File: src/rtl/fetch_pkg.sv
// Shared definitions for the instruction fetch queue.
// Holds the request-FSM state encoding, the fetched-word field positions
// and the fetch PC increment.
package fetch_pkg;

  // Request FSM states
  typedef enum logic [1:0] {
    IDLE = 2'b00,
    WAIT = 2'b01,
    DROP = 2'b10
  } state_t;

  // Fetched word layout: [31:16] opcode, [15:0] 16-bit constant
  localparam int unsigned DATA_W  = 32;
  localparam int unsigned OPC_MSB = 31;
  localparam int unsigned OPC_LSB = 16;
  localparam int unsigned K16_MSB = 15;
  localparam int unsigned K16_LSB = 0;

  // Byte distance between consecutive fetch addresses
  localparam int unsigned PC_INC  = 4;

endpackage

File: src/rtl/fetch_fifo.sv
// Synchronous FIFO holding fetched {address, word} entries.
// Ports:
//   clk, a_rst        clock, asynchronous active-low reset
//   flush             empties the queue (wins over push and pop)
//   push, wr_data     write one entry; ignored when full without a pop
//   pop               consume the head entry; ignored when empty
//   rd_data           registered head entry; holds its last value when empty
//   count             occupied entries
module fetch_fifo #(
  parameter int unsigned WIDTH = 48,
  parameter int unsigned DEPTH = 4
) (
  input  logic                   clk,
  input  logic                   a_rst,
  input  logic                   flush,
  input  logic                   push,
  input  logic [WIDTH-1:0]       wr_data,
  input  logic                   pop,
  output logic [WIDTH-1:0]       rd_data,
  output logic [$clog2(DEPTH):0] count
);

  localparam int unsigned PW = $clog2(DEPTH);
  localparam int unsigned CW = PW + 1;

  logic [WIDTH-1:0] mem [DEPTH];
  logic [PW-1:0]    rptr;
  logic [PW-1:0]    wptr;
  logic [PW-1:0]    next_rptr;
  logic [CW-1:0]    remain;
  logic             do_pop;
  logic             do_push;

  // Effective handshakes after empty/full/flush qualification
  always_comb begin
    do_pop    = pop && (count != '0) && !flush;
    remain    = count - CW'(do_pop);
    do_push   = push && !flush && (remain < CW'(DEPTH));
    next_rptr = rptr + PW'(do_pop);
  end

  // Storage, pointers, occupancy and the registered head
  always_ff @(posedge clk or negedge a_rst) begin
    if (!a_rst) begin
      for (int unsigned i = 0; i < DEPTH; i++) mem[i] <= '0;
      rptr    <= '0;
      wptr    <= '0;
      count   <= '0;
      rd_data <= '0;
    end else if (flush) begin
      rptr  <= '0;
      wptr  <= '0;
      count <= '0;
    end else begin
      if (do_push) begin
        mem[wptr] <= wr_data;
        wptr      <= wptr + PW'(1);
      end
      rptr  <= next_rptr;
      count <= count + CW'(do_push) - CW'(do_pop);
      // A push into an otherwise empty queue bypasses storage so the entry
      // is at the head right after the edge that accepted it.
      if (do_push && (remain == '0)) begin
        rd_data <= wr_data;
      end else if (do_pop && (remain != '0)) begin
        rd_data <= mem[next_rptr];
      end
    end
  end

endmodule

File: src/rtl/fetch_queue.sv
// Instruction fetch queue: issues sequential word fetches to memory and
// buffers the returned {address, opcode, constant} entries for the decoder.
// Ports:
//   clk, a_rst              clock, asynchronous active-low reset
//   mem_req, mem_addr       fetch request and its registered byte address
//   mem_ack, mem_data       response strobe and fetched word (same cycle)
//   redirect, redirect_pc   PC write from the ALU; flushes and restarts fetch
//   pop                     decoder consumes the head entry
//   ir_valid                head entry valid
//   ir_out, k16_out, pc_out head opcode, constant and address
//   count_out               occupied entries
module fetch_queue
  import fetch_pkg::*;
#(
  parameter int unsigned ADDR_W   = 16,
  parameter int unsigned DEPTH    = 4,
  parameter int unsigned RESET_PC = 0
) (
  input  logic                   clk,
  input  logic                   a_rst,
  output logic                   mem_req,
  output logic [ADDR_W-1:0]      mem_addr,
  input  logic                   mem_ack,
  input  logic [DATA_W-1:0]      mem_data,
  input  logic                   redirect,
  input  logic [ADDR_W-1:0]      redirect_pc,
  input  logic                   pop,
  output logic                   ir_valid,
  output logic [15:0]            ir_out,
  output logic [15:0]            k16_out,
  output logic [ADDR_W-1:0]      pc_out,
  output logic [$clog2(DEPTH):0] count_out
);

  localparam int unsigned CW = $clog2(DEPTH) + 1;
  localparam int unsigned FW = ADDR_W + DATA_W;

  state_t            state;
  logic [ADDR_W-1:0] fpc;
  logic [CW-1:0]     count;
  logic [FW-1:0]     head;
  logic [CW-1:0]     avail;
  logic              pop_eff;
  logic              slot_free;
  logic              room_after;
  logic              push;

  // Occupancy seen by the issue decision, with this cycle's pop applied
  always_comb begin
    pop_eff    = pop && (count != '0) && !redirect;
    avail      = count - CW'(pop_eff);
    slot_free  = avail < CW'(DEPTH);
    room_after = (avail + CW'(1)) < CW'(DEPTH);
    push       = (state == WAIT) && mem_ack && !redirect;
  end

  // Request FSM and fetch PC
  always_ff @(posedge clk or negedge a_rst) begin
    if (!a_rst) begin
      state    <= IDLE;
      mem_addr <= '0;
      fpc      <= ADDR_W'(RESET_PC);
    end else begin
      if (redirect) fpc <= redirect_pc & ~ADDR_W'(3);
      case (state)
        IDLE: begin
          if (!redirect && slot_free) begin
            mem_addr <= fpc;
            fpc      <= fpc + ADDR_W'(PC_INC);
            state    <= WAIT;
          end
        end
        WAIT: begin
          if (redirect) begin
            // Response still in flight must be swallowed before refetching
            state <= mem_ack ? IDLE : DROP;
          end else if (mem_ack) begin
            if (room_after) begin
              mem_addr <= fpc;
              fpc      <= fpc + ADDR_W'(PC_INC);
            end else begin
              state <= IDLE;
            end
          end
        end
        DROP: begin
          if (mem_ack) state <= IDLE;
        end
        default: state <= IDLE;
      endcase
    end
  end

  fetch_fifo #(
    .WIDTH (FW),
    .DEPTH (DEPTH)
  ) u_fifo (
    .clk     (clk),
    .a_rst   (a_rst),
    .flush   (redirect),
    .push    (push),
    .wr_data ({mem_addr, mem_data}),
    .pop     (pop_eff),
    .rd_data (head),
    .count   (count)
  );

  assign mem_req   = (state == WAIT) || (state == DROP);
  assign ir_valid  = (count != '0);
  assign count_out = count;
  assign pc_out    = head[FW-1:DATA_W];
  assign ir_out    = head[OPC_MSB:OPC_LSB];
  assign k16_out   = head[K16_MSB:K16_LSB];

endmodule

File: config.mk
export PLATFORM = sky130hd
export DESIGN_NAME = fetch_queue
export DESIGN_NICKNAME = d
export VERILOG_FILES = /design/src/rtl/fetch_pkg.sv /design/src/rtl/fetch_fifo.sv /design/src/rtl/fetch_queue.sv
export SDC_FILE = /design/constraint.sdc
export NUM_CORES = 1
export LEC_CHECK = 0
export ABC_AREA = 1
export BUFFER_PORTS_ARGS = -buffer_cell sky130_fd_sc_hd__buf_2
export CAP_MARGIN = 20
export CORE_MARGIN = 2
export CORE_UTILIZATION = 46
export DETAILED_ROUTE_END_ITERATION = 6
export HOLD_SLACK_MARGIN = 0.05
export PLACE_DENSITY = 0.75
export SLEW_MARGIN = 25
export SYNTH_ARGS = -nofsm -noshare
export SYNTH_HDL_FRONTEND = slang
export SYNTH_SLANG_ARGS = --single-unit
File: constraint.sdc
create_clock -name clk -period 3.51 [get_ports clk]
set_input_delay 0.1755 -clock clk [delete_from_list [all_inputs] [get_ports clk]]
set_output_delay 0.1755 -clock clk [all_outputs]
set_load 0.01 [all_outputs]
**Word level (Yosys, flattened, before mapping)**

Cells that the tools add are included.

- Bits in registers: 281
- Bits in latches: 0
- Memory bits (writable): 0
- Memory bits (read-only): 0
- Input port bits: 53
- Output and inout bits: 69
- Word-level logic and storage cells: 92
- Memories kept: 0

- Add/subtract/negate cells: 8
- Multipliers: 0
- Divide/modulo/power cells: 0
- $lt $le $gt $ge: 6
- Equality and inequality tests: 9
- Shift-type cells: 0
- Muxes and demuxes: 30
- Bitwise operators: 3
- Reductions and logical operators: 25

Operators by type and width:

| kind | count |
|---|---|
| 48-bit two-way mux | 5 |
| 192-bit bitwise mux | 1 |
| 16-bit two-way mux | 9 |
| 48-bit binary-select mux with 2-bit select | 1 |
| 48-bit demux with 2-bit select | 1 |
| 16-bit one-hot mux with 2 select lines | 2 |
| 2-bit two-way mux | 9 |
| 16-bit by 3-bit adder with 16-bit output, second input constant | 1 |
| 1-bit logical AND | 12 |
| 2-bit != test, second input constant | 5 |
| 3-bit < comparator, second input constant | 3 |
| 3-bit by 1-bit subtractor with 3-bit output | 3 |
| 3-bit >= comparator, second input constant | 2 |
| 3-bit != test, second input constant | 2 |
| 2-bit inverter with 3-bit output | 2 |
| 2-bit one-hot mux with 3 select lines | 1 |
| 2-bit nonzero test | 3 |
| 3-bit nonzero test | 2 |
| 5-bit AND reduction | 1 |
| 2-bit AND reduction | 2 |
| 4-bit AND reduction | 1 |
| 3-bit by 1-bit adder with 3-bit output | 1 |
| 3-bit by 1-bit adder with 3-bit output, second input constant | 1 |
| 3-bit logical NOT | 1 |
| other kinds (10) | 10 |

**Logic depth before layout (Yosys ltp)**

Gate-level depths: netlist of the first run.

- Word-level depth: 12
- Mapped depth: 17
- Mapped depth without buffers: 16

**Hierarchy**

Synthesis of the first run repeated with hierarchy kept, for this count alone.

- Cell total of the unflattened synthesis: 2013
- Area, all modules: 14382.5 µm²

By module, submodules not included:

| module | instances | cells each | area each (µm²) | seq. area each (µm²) |
|---|---|---|---|---|
| fetch_fifo | 1 | 1731 | 12380.6 | 6180.9 |
| fetch_queue | 1 | 282 | 2001.9 | 850.8 |

**Worst setup path before layout of the first run**

OpenSTA, ideal clock, no wires.

- Kind: reg2reg
- Start: reg u_fifo.count[2]
- End: reg u_fifo.count[2]
- Setup time: 0.124 ns
- Arrival time: 2.626 ns
- Required time: 3.386 ns
- Slack: 0.760 ns
- Stages on the path, launching flop included: 16
- Path buffers: 1
- Period minus slack after synthesis: 2.750 ns
- Path through: dfrtp_1 > buf_6 > nor2_1 > nand2_2 > nand2_1 > nor2_1 > ha_1 > ha_1 > xnor2_4 > nand2_8 > inv_1 > ha_1 > inv_1 > fa_1 > o21ai_0 > a21oi_1

- Word-level cells in the longest chain between the ends: 11

RTL lines:

| element | RTL line | source |
|---|---|---|
| from (decl) | fetch_fifo.sv:20 | `output logic [$clog2(DEPTH):0] count` |
| from (signal assigned) | fetch_fifo.sv:60 | `count <= count + CW'(do_push) - CW'(do_pop);` |
| 3-bit nonzero test (*) | -- |  |
| named net ir_valid | fetch_queue.sv:28 | `output logic ir_valid,` |
| 1-bit logical AND (2 in series) | fetch_queue.sv:50 | `pop_eff = pop && (count != '0) && !redirect;` |
| 1-bit logical AND (*) (2 in series) | fetch_fifo.sv:36 | `do_pop = pop && (count != '0) && !flush;` |
| 3-bit by 1-bit subtractor with 3-bit output | fetch_fifo.sv:37 | `remain = count - CW'(do_pop);` |
| 3-bit < comparator | fetch_fifo.sv:38 | `do_push = push && !flush && (remain < CW'(DEPTH));` |
| 1-bit logical AND | fetch_fifo.sv:38 |  |
| 3-bit by 1-bit adder with 3-bit output | fetch_fifo.sv:60 |  |
| 3-bit by 1-bit subtractor with 3-bit output (*) | fetch_fifo.sv:60 |  |
| 3-bit two-way mux (*) | fetch_fifo.sv:50 | `end else if (flush) begin` |

The timed path passes the listed nets; every way through them passes the cells marked *.
A chain may end at the register's enable or synchronous reset.

**Worst setup path in the final report of the first run**

- Start: reg u_fifo.count[1]
- End: reg u_fifo.mem[75] (netlist bit)

- Word-level cells in the longest chain between the ends: 9

RTL lines:

| element | RTL line | source |
|---|---|---|
| 3-bit nonzero test | fetch_fifo.sv:36, fetch_queue.sv:50 |  |
| 1-bit logical AND (2 in series) | fetch_queue.sv:50 |  |
| 1-bit logical AND (2 in series) | fetch_fifo.sv:36 |  |
| 3-bit by 1-bit subtractor with 3-bit output (*) | fetch_fifo.sv:37 |  |
| 3-bit < comparator (*) | fetch_fifo.sv:38 |  |
| 1-bit logical AND (*) | fetch_fifo.sv:38 |  |
| 2-bit AND reduction (no line) (*) | -- |  |
| to (signal, indexed assignment) | fetch_fifo.sv:56 | `mem[wptr] <= wr_data;` |
| to (decl) | fetch_fifo.sv:26 | `logic [WIDTH-1:0] mem [DEPTH];` |

Mark *: on every way between the ends. The rest lies on a longest branch, timed or not.

==> results.cfg, run 1 <==
[floorplanning]
dieArea_um2 = 31020
die_y_um = 176.1
core_area_um2 = 29400
row_count = 63
start_util_pct = 46.35
die_x_um = 176.1
ios = 122

[clock_tree]
cts_tree = built
cts_buffer_depth = 3
numCtsBuffers = 31
clock_latency_ns = 0.56
htree_levels = 1
clkTransAtPathRegs_ns = 0.06
cts_setup_buffers = 0
cts.repair.resized = 0
cts_root_buf = clkbuf_16
cts_num_sinks = 281

[sta]
fin_crit_sh_pct = 84.08
clock_skew_ns = 0.01434
tightest_slew_ns = 0.7036
timing.fmax_ghz = 0.3389
fin_crit_ns = 2.951
fin_setup_tns_ns = 0
hold_viol_final = 0
maxSlewHeadroom_pct = 53.10
rsz0062_at_grt = false
report.final.slew_viol_count = 0
setup_viol = 0

[grt]
antenna_found_initial = 0
grtUsageTotal_pct = 20.00
grt_pass1_wl_um = 50750
grt_pass1_vias = 9974
grt-ovfl-total = 0
grt_max_degree = 97

[detailed_routing]
vias = 10350
drt_iter0_markers = 769
via_per_inst = 5.186
drc_errors = 0
drt-total-wl_um = 30680
firstDrtPassIters = 5
ant_nets = 0
routedWlPerCell_um = 15.37

[critical_path]
crit_path_start_kind = flip-flop
crit_path_start = u_fifo.count[1]
worst_setup_path_end_kind = flip-flop
worstPathMaxFanout = 18
reg2regPathDepth = 12
critPathRequiredTime_ns = 3.95
cp_num_cells = 12
cp_cell_sequence = nor2_1 > nand2_2 > nand2_1 > nor2_1 > buf_4 > ha_1 > ha_1 > xnor2_4 > nand2_8 > nor2_8 > buf_12 > mux2_2
slowest_delay_ns = 0.45
critPathSlowestCell = dfrtp_1
crit_type = flip-flop to flip-flop
ff2ff_setup_slack_ns = 0.56
crit_buf_inv = 2
crit_family = simple AND/OR/NAND/NOR gates
endpoint = u_fifo.mem[75]
crit_arrival_ns = 3.39
rr_startpoint = u_fifo.count[1]
reg2reg_to = u_fifo.mem[75]

[power_and_ir_drop]
p_per_area_nw_per_um2 = 808.5
irDropWorstVdd_mv = 0.6382
power.leakage_nw = 7.709

[layout]
syn2layout_area_growth_pct = 17.26
final_util_pct = 54.35
diodes = 0
fin_nets = 1652
layout-drive-gt1-share_pct = 19.36

[synth]
synth_area_leader_cell = dfrtp_1
synthesis.area_um2 = 13630
synth_nets = 1519
ys_types = 35
ys_ff_latch = 281
synth_top_area_share_pct = 51.60
ys_seq_area_share_pct = 51.60
ys_warn_count = 0
syn_avg_cell_area_um2 = 9.405
syn_inst = 1449
synth_area_leaders = dfrtp_1 (52%), nand2_1 (12%), o21ai_0 (8.2%)

[outcome]
status = finished clean

[place]
port_buffers = 119
gp_congestion = 0.8236
post-dp-hpwl_um = 18100

[run]
cap_violations = 0

[hold_path]
hold_path.class = input pin to flip-flop
sequential cells by signal, summed over array words and instances (netlist names):
signal / count
u_fifo.count: 3
state: 2
u_fifo.wptr: 2
u_fifo.mem: 192
u_fifo.rptr: 2
mem_addr: 16
fpc: 16
u_fifo.rd_data: 48
cell usage in the layout (no fill, tap or decap), drive strengths merged, types with 9 or more instances in the layout:
cell type,n
buf,142
clkbuf,41
dfrtp,281
dlygate4sd3,48
ha,16
inv,146
mux2,96
nand2,430
nand3,18
nor2,20
o211ai,97
o21ai,235
xor2,9
how the worst min path moves through the flow:
| stage | startpoint | end | slack [ns] | cells past startpoint |
|---|---|---|---|---|
| after floorplan | a_rst | fpc[0] | -0.12 | 0 |
| after CTS | redirect | u_fifo.count[0] | 0.13 | 3 |
| after global routing | redirect | u_fifo.rptr[0] | 0.17 | 3 |
| final | redirect | u_fifo.count[0] | 0.16 | 3 |
| after detailed placement | a_rst | u_fifo.rd_data[9] | 0.22 | 1 |
| after global placement | a_rst | u_fifo.rd_data[9] | 0.21 | 1 |
metrics by stage:
stage                     cell area (um2)  setup WS, ns  instances  power, W  hold WS (ns)
after floorplan                     13630        0.7601       1449  0.008236       -0.1201
after global placement              14430        0.6047       1891  0.009352        0.2138
after detailed placement            14430        0.5551       1891  0.009525        0.2241
after CTS                           15980        0.5411       1996   0.01302        0.1305
after global routing                15980        0.3066       1996   0.01387        0.1657
final                               15980        0.5589       1996   0.01292        0.1601
metal layers:
layer,vias to the layer above,part of all wire [%],track usage (%)
met4,0,1.3,4.924
li1,5031,-,-
met5,-,0,0
met3,35,5.6,3.079
met2,272,47,32.79
met1,5013,46,27.98
worst min-delay path, delay by kind of cell:
family        cells  cell delay, ns
buf+inv           2            0.36
simple gates      1            0.14
what timing repair did:
action | CTS | global route
hold buffers | 48 | 0
hold endpoints to repair | 258 | 0
endpoints found under the setup margin | 0 | 0
cells in the mapped netlist (all sizes together):
cell,count
mux2,96
inv,144
o21ai,235
xor2,9
nand3,18
o211ai,97
o22ai,1
ha,16
buf,56
a21oi,1
o21a,1
nand2,430
nand4,2
or2,1
fa,1
dfrtp,281
nor2,20
xnor2,3
nor3,3
clkbuf,34
cell families (layout without fill, tap and decap cells):
group / Yosys count / in the layout / synth area share [%]
compound gates: 335 / 335 / 14.14
xor+xnor: 12 / 12 / 0.9641
fa+ha+maj: 17 / 17 / 1.616
buf+inv: 234 / 391 / 8.483
flops: 281 / 281 / 51.60
mux: 96 / 96 / 9.034
simple gates: 474 / 474 / 14.17
layout make-up:
| type | count | area [um2] |
|---|---|---|
| well taps | 390 | 488.0 |
| multi-input cells | 934 | 5464 |
| fillers | 2590 | 13420 |
| flip-flops and latches | 281 | 7032 |
| clock buffers | 41 | 863.3 |
| repair buffers | 190 | 1384 |
| clock inverters | 16 | 209.0 |
| inverters | 144 | 540.5 |
power by group:
group	switching, W	internal, W
Combinational	0.00267	0.00183
Sequential	0.000686	0.00436
Clock	0.00134	0.00203
Power figures use the tool's default switching activity.
==> run 2, diff against run 1 <==
--- a/config.mk
+++ b/config.mk
@@ -5,14 +5,14 @@
 export SDC_FILE = /design/constraint.sdc
 export NUM_CORES = 1
 export LEC_CHECK = 0
-export ABC_AREA = 1
+export ABC_AREA = 0
 export BUFFER_PORTS_ARGS = -buffer_cell sky130_fd_sc_hd__buf_2
 export CAP_MARGIN = 20
 export CORE_MARGIN = 2
 export CORE_UTILIZATION = 46
 export DETAILED_ROUTE_END_ITERATION = 6
 export HOLD_SLACK_MARGIN = 0.05
-export PLACE_DENSITY = 0.75
+export PLACE_DENSITY = 0.76
 export SLEW_MARGIN = 25
 export SYNTH_ARGS = -nofsm -noshare
 export SYNTH_HDL_FRONTEND = slang
==> constraint.sdc (replaced) <==
create_clock -name clk -period 3.03 [get_ports clk]
set_input_delay 0.1515 -clock clk [delete_from_list [all_inputs] [get_ports clk]]
set_output_delay 0.1515 -clock clk [all_outputs]
set_load 0.01 [all_outputs]
==> run 2 against run 1 <==
Effect of this change: combinational power increased by 14%; die area decreased by 7.8%; core utilization increased by 2.7 points; setup slack got worse by 0.44 ns; non-clock buffer count increased by 18; sequential power increased by 21%; worst hold slack got worse by 0.029 ns; via count decreased by 21%; maximum frequency increased by 1.3%; clock power increased by 6%; routed wire length decreased by 6.6%; largest cell class unchanged.
==> results.cfg, run 2 <==
[grt]
grt_pass1_vias = 8565
antenna_found_initial = 0
grt-ovfl-total = 0
grt_max_degree = 110
grt_pass1_wl_um = 46240
grtUsageTotal_pct = 20.25

[critical_path]
crit_family = simple AND/OR/NAND/NOR gates
cp_num_cells = 10
critPathSlowestCell = or3_4
worstPathMaxFanout = 16
cpMostUsedCell = ha_1
crit_arrival_ns = 3.34
critPathRequiredTime_ns = 3.46
crit_type = flip-flop to flip-flop
worst_setup_path_end_kind = flip-flop
slowest_delay_ns = 0.42
crit_buf_inv = 1
reg2regPathDepth = 10
cp_cell_sequence = or3_4 > and3_1 > ha_1 > ha_1 > nor4bb_4 > nand3b_1 > o211a_1 > nor2_4 > buf_12 > mux2_2
crit_path_start_kind = flip-flop
ff2ff_setup_slack_ns = 0.12

[synth]
ys_warn_count = 0
synthArstFlopShare_pct = 100.0
synth_nets = 976
synth_top_area_share_pct = 56.04
synth-edff-count = 0
syn_avg_cell_area_um2 = 13.85
synth_most_common_cell = dfrtp_1
ys_ff_latch = 281
synth_area_leaders = dfrtp_1 (56%), mux2_2 (19%), mux4_2 (8.6%)
synthesis.area_um2 = 12550
ys_types = 51
syn_inst = 906
ys_seq_area_share_pct = 56.04
synth_area_leader_cell = dfrtp_1
synth.top_cells.by_count = dfrtp_1 (281), mux2_2 (208), nor2_1 (111)
synth_flop_cell = dfrtp_1

[layout]
final_util_pct = 57.10
largest_reg_flops = 192
regMostFlops = u_fifo.mem
fill_cells = 2127
syn2layout_area_growth_pct = 22.31
diodes = 0
layout-drive-gt1-share_pct = 43.86
fin_nets = 1158
reg_top3 = u_fifo.mem (192), u_fifo.rd_data (48)
most-common-layout-cells = dfrtp_1 (281), mux2_2 (208), buf_2 (118), nor2_1 (111)
final_common_cell = dfrtp_1

[power_and_ir_drop]
power.leakage_nw = 7.041
p_per_area_nw_per_um2 = 963.4
irDropWorstVdd_mv = 0.5590

[floorplanning]
die_y_um = 169.2
row_count = 60
dieArea_um2 = 28610
ios = 122
core_area_um2 = 26880
start_util_pct = 46.69
die_x_um = 169.2

[sta]
fin_crit_ns = 2.913
timing.fmax_ghz = 0.3433
fin_crit_sh_pct = 96.13
setup_viol = 0
report.final.slew_viol_count = 0
rsz0062_at_grt = true
clock_skew_ns = 0.009723
whs_ns = 0.1313
maxSlewHeadroom_pct = 42.65
tightest_slew_ns = 0.8603
hold_viol_final = 0

[detailed_routing]
firstDrtPassIters = 6
ant_nets = 0
vias = 8159
drt-total-wl_um = 28650
routedWlPerCell_um = 19.77
drt_iter0_markers = 455
drc_errors = 0
via_per_inst = 5.631

[clock_tree]
cts_tree = built
clkTransAtPathRegs_ns = 0.06
cts_buffer_depth = 3
cts_num_sinks = 281
htree_levels = 1
clock_latency_ns = 0.54
numCtsBuffers = 30
cts_root_buf = clkbuf_16

[hold_path]
min_path_cells = 3
hold_path.class = input pin to flip-flop

[place]
post-dp-hpwl_um = 17220
port_buffers = 119
gp_congestion = 0.8731

[run]
cap_violations = 0

[outcome]
status = finished clean
[run 2: tightest hold or removal path: cells and delay by family]
kind                   cells  cell delay [ns]
AND/OR/NAND/NOR            1             0.14
buffers and inverters      2             0.34
[run 2: final cells by class]
cell class	instances	area, um2	area share [%]
inverter	13	48.80	0.3180
sequential	281	7032	45.82
clock buffer	42	897.1	5.846
multi-input combinational	554	5254	34.24
tap	341	426.7	2.780
clock inverter	10	81.33	0.5300
timing repair buffer	208	1607	10.47
[run 2: cells by family after synthesis]
family / synth area share (%)
fa+ha+maj: 1.755
simple gates: 6.352
flops: 56.04
compound gates: 4.777
mux: 27.45
xor+xnor: 0.6782
buf+inv: 2.942
[run 2: power by group]
part	switching [W]	total (W)	leakage, nW	internal (W)
Sequential	0.000950	0.00609	3.61	0.00514
Combinational	0.00233	0.00513	2.94	0.00280
Clock	0.00144	0.00357	0.489	0.00213
[run 2: what timing repair did]
item,CTS,global route
gates resized for setup,0,10
setup buffers,0,2
hold buffers,48,0
endpoints found under the setup margin,0,153
endpoints found under the hold margin,278,0
[run 2: through the flow]
stage	area [um2]	worst slack (ns)	cells	power [W]	TNS, ns
final	15350	0.1172	1449	0.01478	0
after floorplan	12560	0.003455	906	0.009376	0
after CTS	15280	0.05477	1447	0.01482	0
after global routing	15350	-0.03731	1449	0.01566	-0.03731
after global placement	13820	0.1379	1347	0.01093	0
after detailed placement	13820	0.08748	1347	0.01115	0
[run 2: final timing paths]
| kind | start | endpoint |
|---|---|---|
| max in group asynchronous | a_rst | u_fifo.mem[132] |
| max reg2reg | u_fifo.count[2] | mem_addr[1] |
| min in group asynchronous | a_rst | u_fifo.rd_data[14] |
| min | redirect | u_fifo.count[2] |
| min reg2reg | u_fifo.mem[53] | u_fifo.mem[53] |
| max | u_fifo.count[2] | mem_addr[1] |
[run 2: metal layers]
layer | up-vias | share of wire [%] | GRT usage [%]
li1 | 3656 | - | -
met1 | 4235 | 43 | 27.29
met2 | 209 | 50 | 34.59
met3 | 59 | 4.5 | 2.962
met4 | 0 | 2.4 | 5.500
met5 | - | 0 | 0
==> run 3, diff against run 2 <==
==> constraint.sdc (replaced) <==
create_clock -name clk -period 3.03 [get_ports clk]
set_input_delay 0.606 -clock clk [delete_from_list [all_inputs] [get_ports clk]]
set_output_delay 0.606 -clock clk [all_outputs]
set_load 0.01 [all_outputs]
==> run 3 against run 2 <==
Effect of this change: sequential cell count is the same; critical endpoint is now fpc[8]; largest power group unchanged; via count shrank 2.7%; power grew 2.8%; largest cell class unchanged; cell area shrank 1.8%; count of clock-buffer cells in the layout is the same; global-route usage shrank 0.29 points.
==> results.cfg, run 3 (synthesis results as in run 2) <==
[floorplanning]
row_count = 60
start_util_pct = 46.69
die_y_um = 169.2
die_x_um = 169.2
ios = 122
core_area_um2 = 26880
dieArea_um2 = 28610

[place]
placed_area_um2 = 13890
gp_congestion = 0.8960
post-dp-hpwl_um = 17580
port_buffers = 119

[outcome]
status = finished clean

[run]
cap_violations = 0

[detailed_routing]
drc_errors = 0
via_per_inst = 5.652
ant_nets = 0
vias = 7936
drt-total-wl_um = 27460
routedWlPerCell_um = 19.56
firstDrtPassIters = 6
drt_iter0_markers = 524

[critical_path]
cp_cell_sequence = or3_4 > and3_1 > ha_2 > ha_4 > xnor2_2 > nand2_1 > o211a_1 > buf_4 > o311ai_0 > nand2_1
worstPathMaxFanout = 13
slowest_delay_ns = 0.41
critPathSlowestCell = or3_4
cpMostUsedCell = nand2_1
critPathRequiredTime_ns = 3.45
crit_type = flip-flop to flip-flop
crit_path_start_kind = flip-flop
worst_setup_path_end_kind = flip-flop
crit_arrival_ns = 3.31

[layout]
final_util_pct = 56.08
regMostFlops = u_fifo.mem
most-common-layout-cells = dfrtp_1 (281), mux2_2 (199), buf_2 (118), nor2_1 (111)
fin_nets = 1109
fill_cells = 2089
largest_reg_flops = 192
syn2layout_area_growth_pct = 20.11
fin_area_um2 = 15070
reg_top3 = u_fifo.mem (192), u_fifo.rd_data (48)
final_common_cell = dfrtp_1
layout-drive-gt1-share_pct = 46.47

[clock_tree]
cts_tree = built
htree_levels = 1
clkTransAtPathRegs_ns = 0.06
cts_root_buf = clkbuf_16
numCtsBuffers = 30
cts_hold_buf = 0
clock_latency_ns = 0.54
cts_buffer_depth = 3
cts_num_sinks = 281

[sta]
timing.fmax_ghz = 0.3460
tightest_slew_ns = 0.6819
rsz0062_at_grt = false
maxSlewHeadroom_pct = 54.54
setup_viol = 0
hold_viol_final = 0
clock_skew_ns = 0.01304
fin_crit_ns = 2.890
report.final.slew_viol_count = 0
fin_crit_sh_pct = 95.38

[grt]
grt_max_degree = 83
grtUsageTotal_pct = 19.96
grt_pass1_wl_um = 45530
antenna_found_initial = 2
grt_pass1_vias = 8337
grt-ovfl-total = 0

[power_and_ir_drop]
p_per_area_nw_per_um2 = 1009
irDropWorstVdd_mv = 0.7725
power.leakage_nw = 6.901
finalPower_w = 0.01520

[hold_path]
hold_path.class = input pin to asynchronous set/reset pin
[run 3: changes by cell type in the layout (fill, tap and decap cells not counted), sizes merged, moves of 2 or more]
cell         previous run  this run
clkinv                  7         3
diode                   0         2
bufinv                  1         6
clkinvlp                1         3
dlygate4sd3            48         0
[run 3: power breakdown]
group / internal (W) / switching (W) / total [W]
Clock: 0.00256 / 0.00147 / 0.00403
Sequential: 0.00514 / 0.000926 / 0.00606
Combinational: 0.00280 / 0.00231 / 0.00511
Total: 0.0105 / 0.00471 / 0.0152
[run 3: layer usage]
metal	share of wire [%]	GRT usage [%]
met1	45	28.03
met2	49	32.92
met3	5.3	3.288
met4	1.5	4.645
met5	0	0
[run 3: final timing paths]
check	start	endpoint	slack [ns]	cells past startpoint
worst max-delay path	u_fifo.count[2]	fpc[8]	0.14	10
worst min-delay path	a_rst	u_fifo.rd_data[1]	0.04	1
worst max register to register	u_fifo.count[2]	fpc[8]	0.14	10
worst min register to register	u_fifo.mem[142]	u_fifo.mem[142]	0.50	1
max in group asynchronous	a_rst	u_fifo.mem[145]	2.22	2
min in group clk	redirect_pc[11]	fpc[11]	0.28	3
[run 3: area by class of cell]
| type | count | area (um2) | share of cell area [%] |
|---|---|---|---|
| Antenna cell | 2 | 5.005 | 0.03321 |
| Clock buffer | 42 | 897.1 | 5.953 |
| Clock inverter | 12 | 221.5 | 1.469 |
| Inverter | 13 | 48.80 | 0.3238 |
| Multi-Input combinational cell | 554 | 5296 | 35.14 |
| Sequential cell | 281 | 7032 | 46.66 |
| Tap cell | 341 | 426.7 | 2.831 |
| Timing Repair Buffer | 159 | 1144 | 7.588 |
[run 3: worst max-delay path, delay by kind of cell (launching register included)]
kind                       cells  cell delay [ns]
and+or+nand+nor                4             0.90
adders and majority gates      2             0.36
buffers and inverters          1             0.20
AOI/OAI and AO/OA              2             0.69
DFF                            1             0.38
xor gates and xnor gates       1             0.23
[run 3: metrics by stage]
step | setup TNS (ns) | cells | hold WS (ns) | worst slack, ns
finish | 0 | 1404 | 0.04265 | 0.1400
global route | 0 | 1403 | 0.08634 | 0.006400
CTS | 0 | 1399 | 0.07898 | 0.09265
detailed placement | 0 | 1345 | 0.4805 | 0.1001
global placement | 0 | 1345 | 0.4745 | 0.1423
floorplan | -0.05734 | 906 | 0.3104 | -0.003132
[run 3: timing repair]
action,in CTS,in global routing
setup endpoints to repair,0,7
setup buffers,0,3
resized for setup,0,8
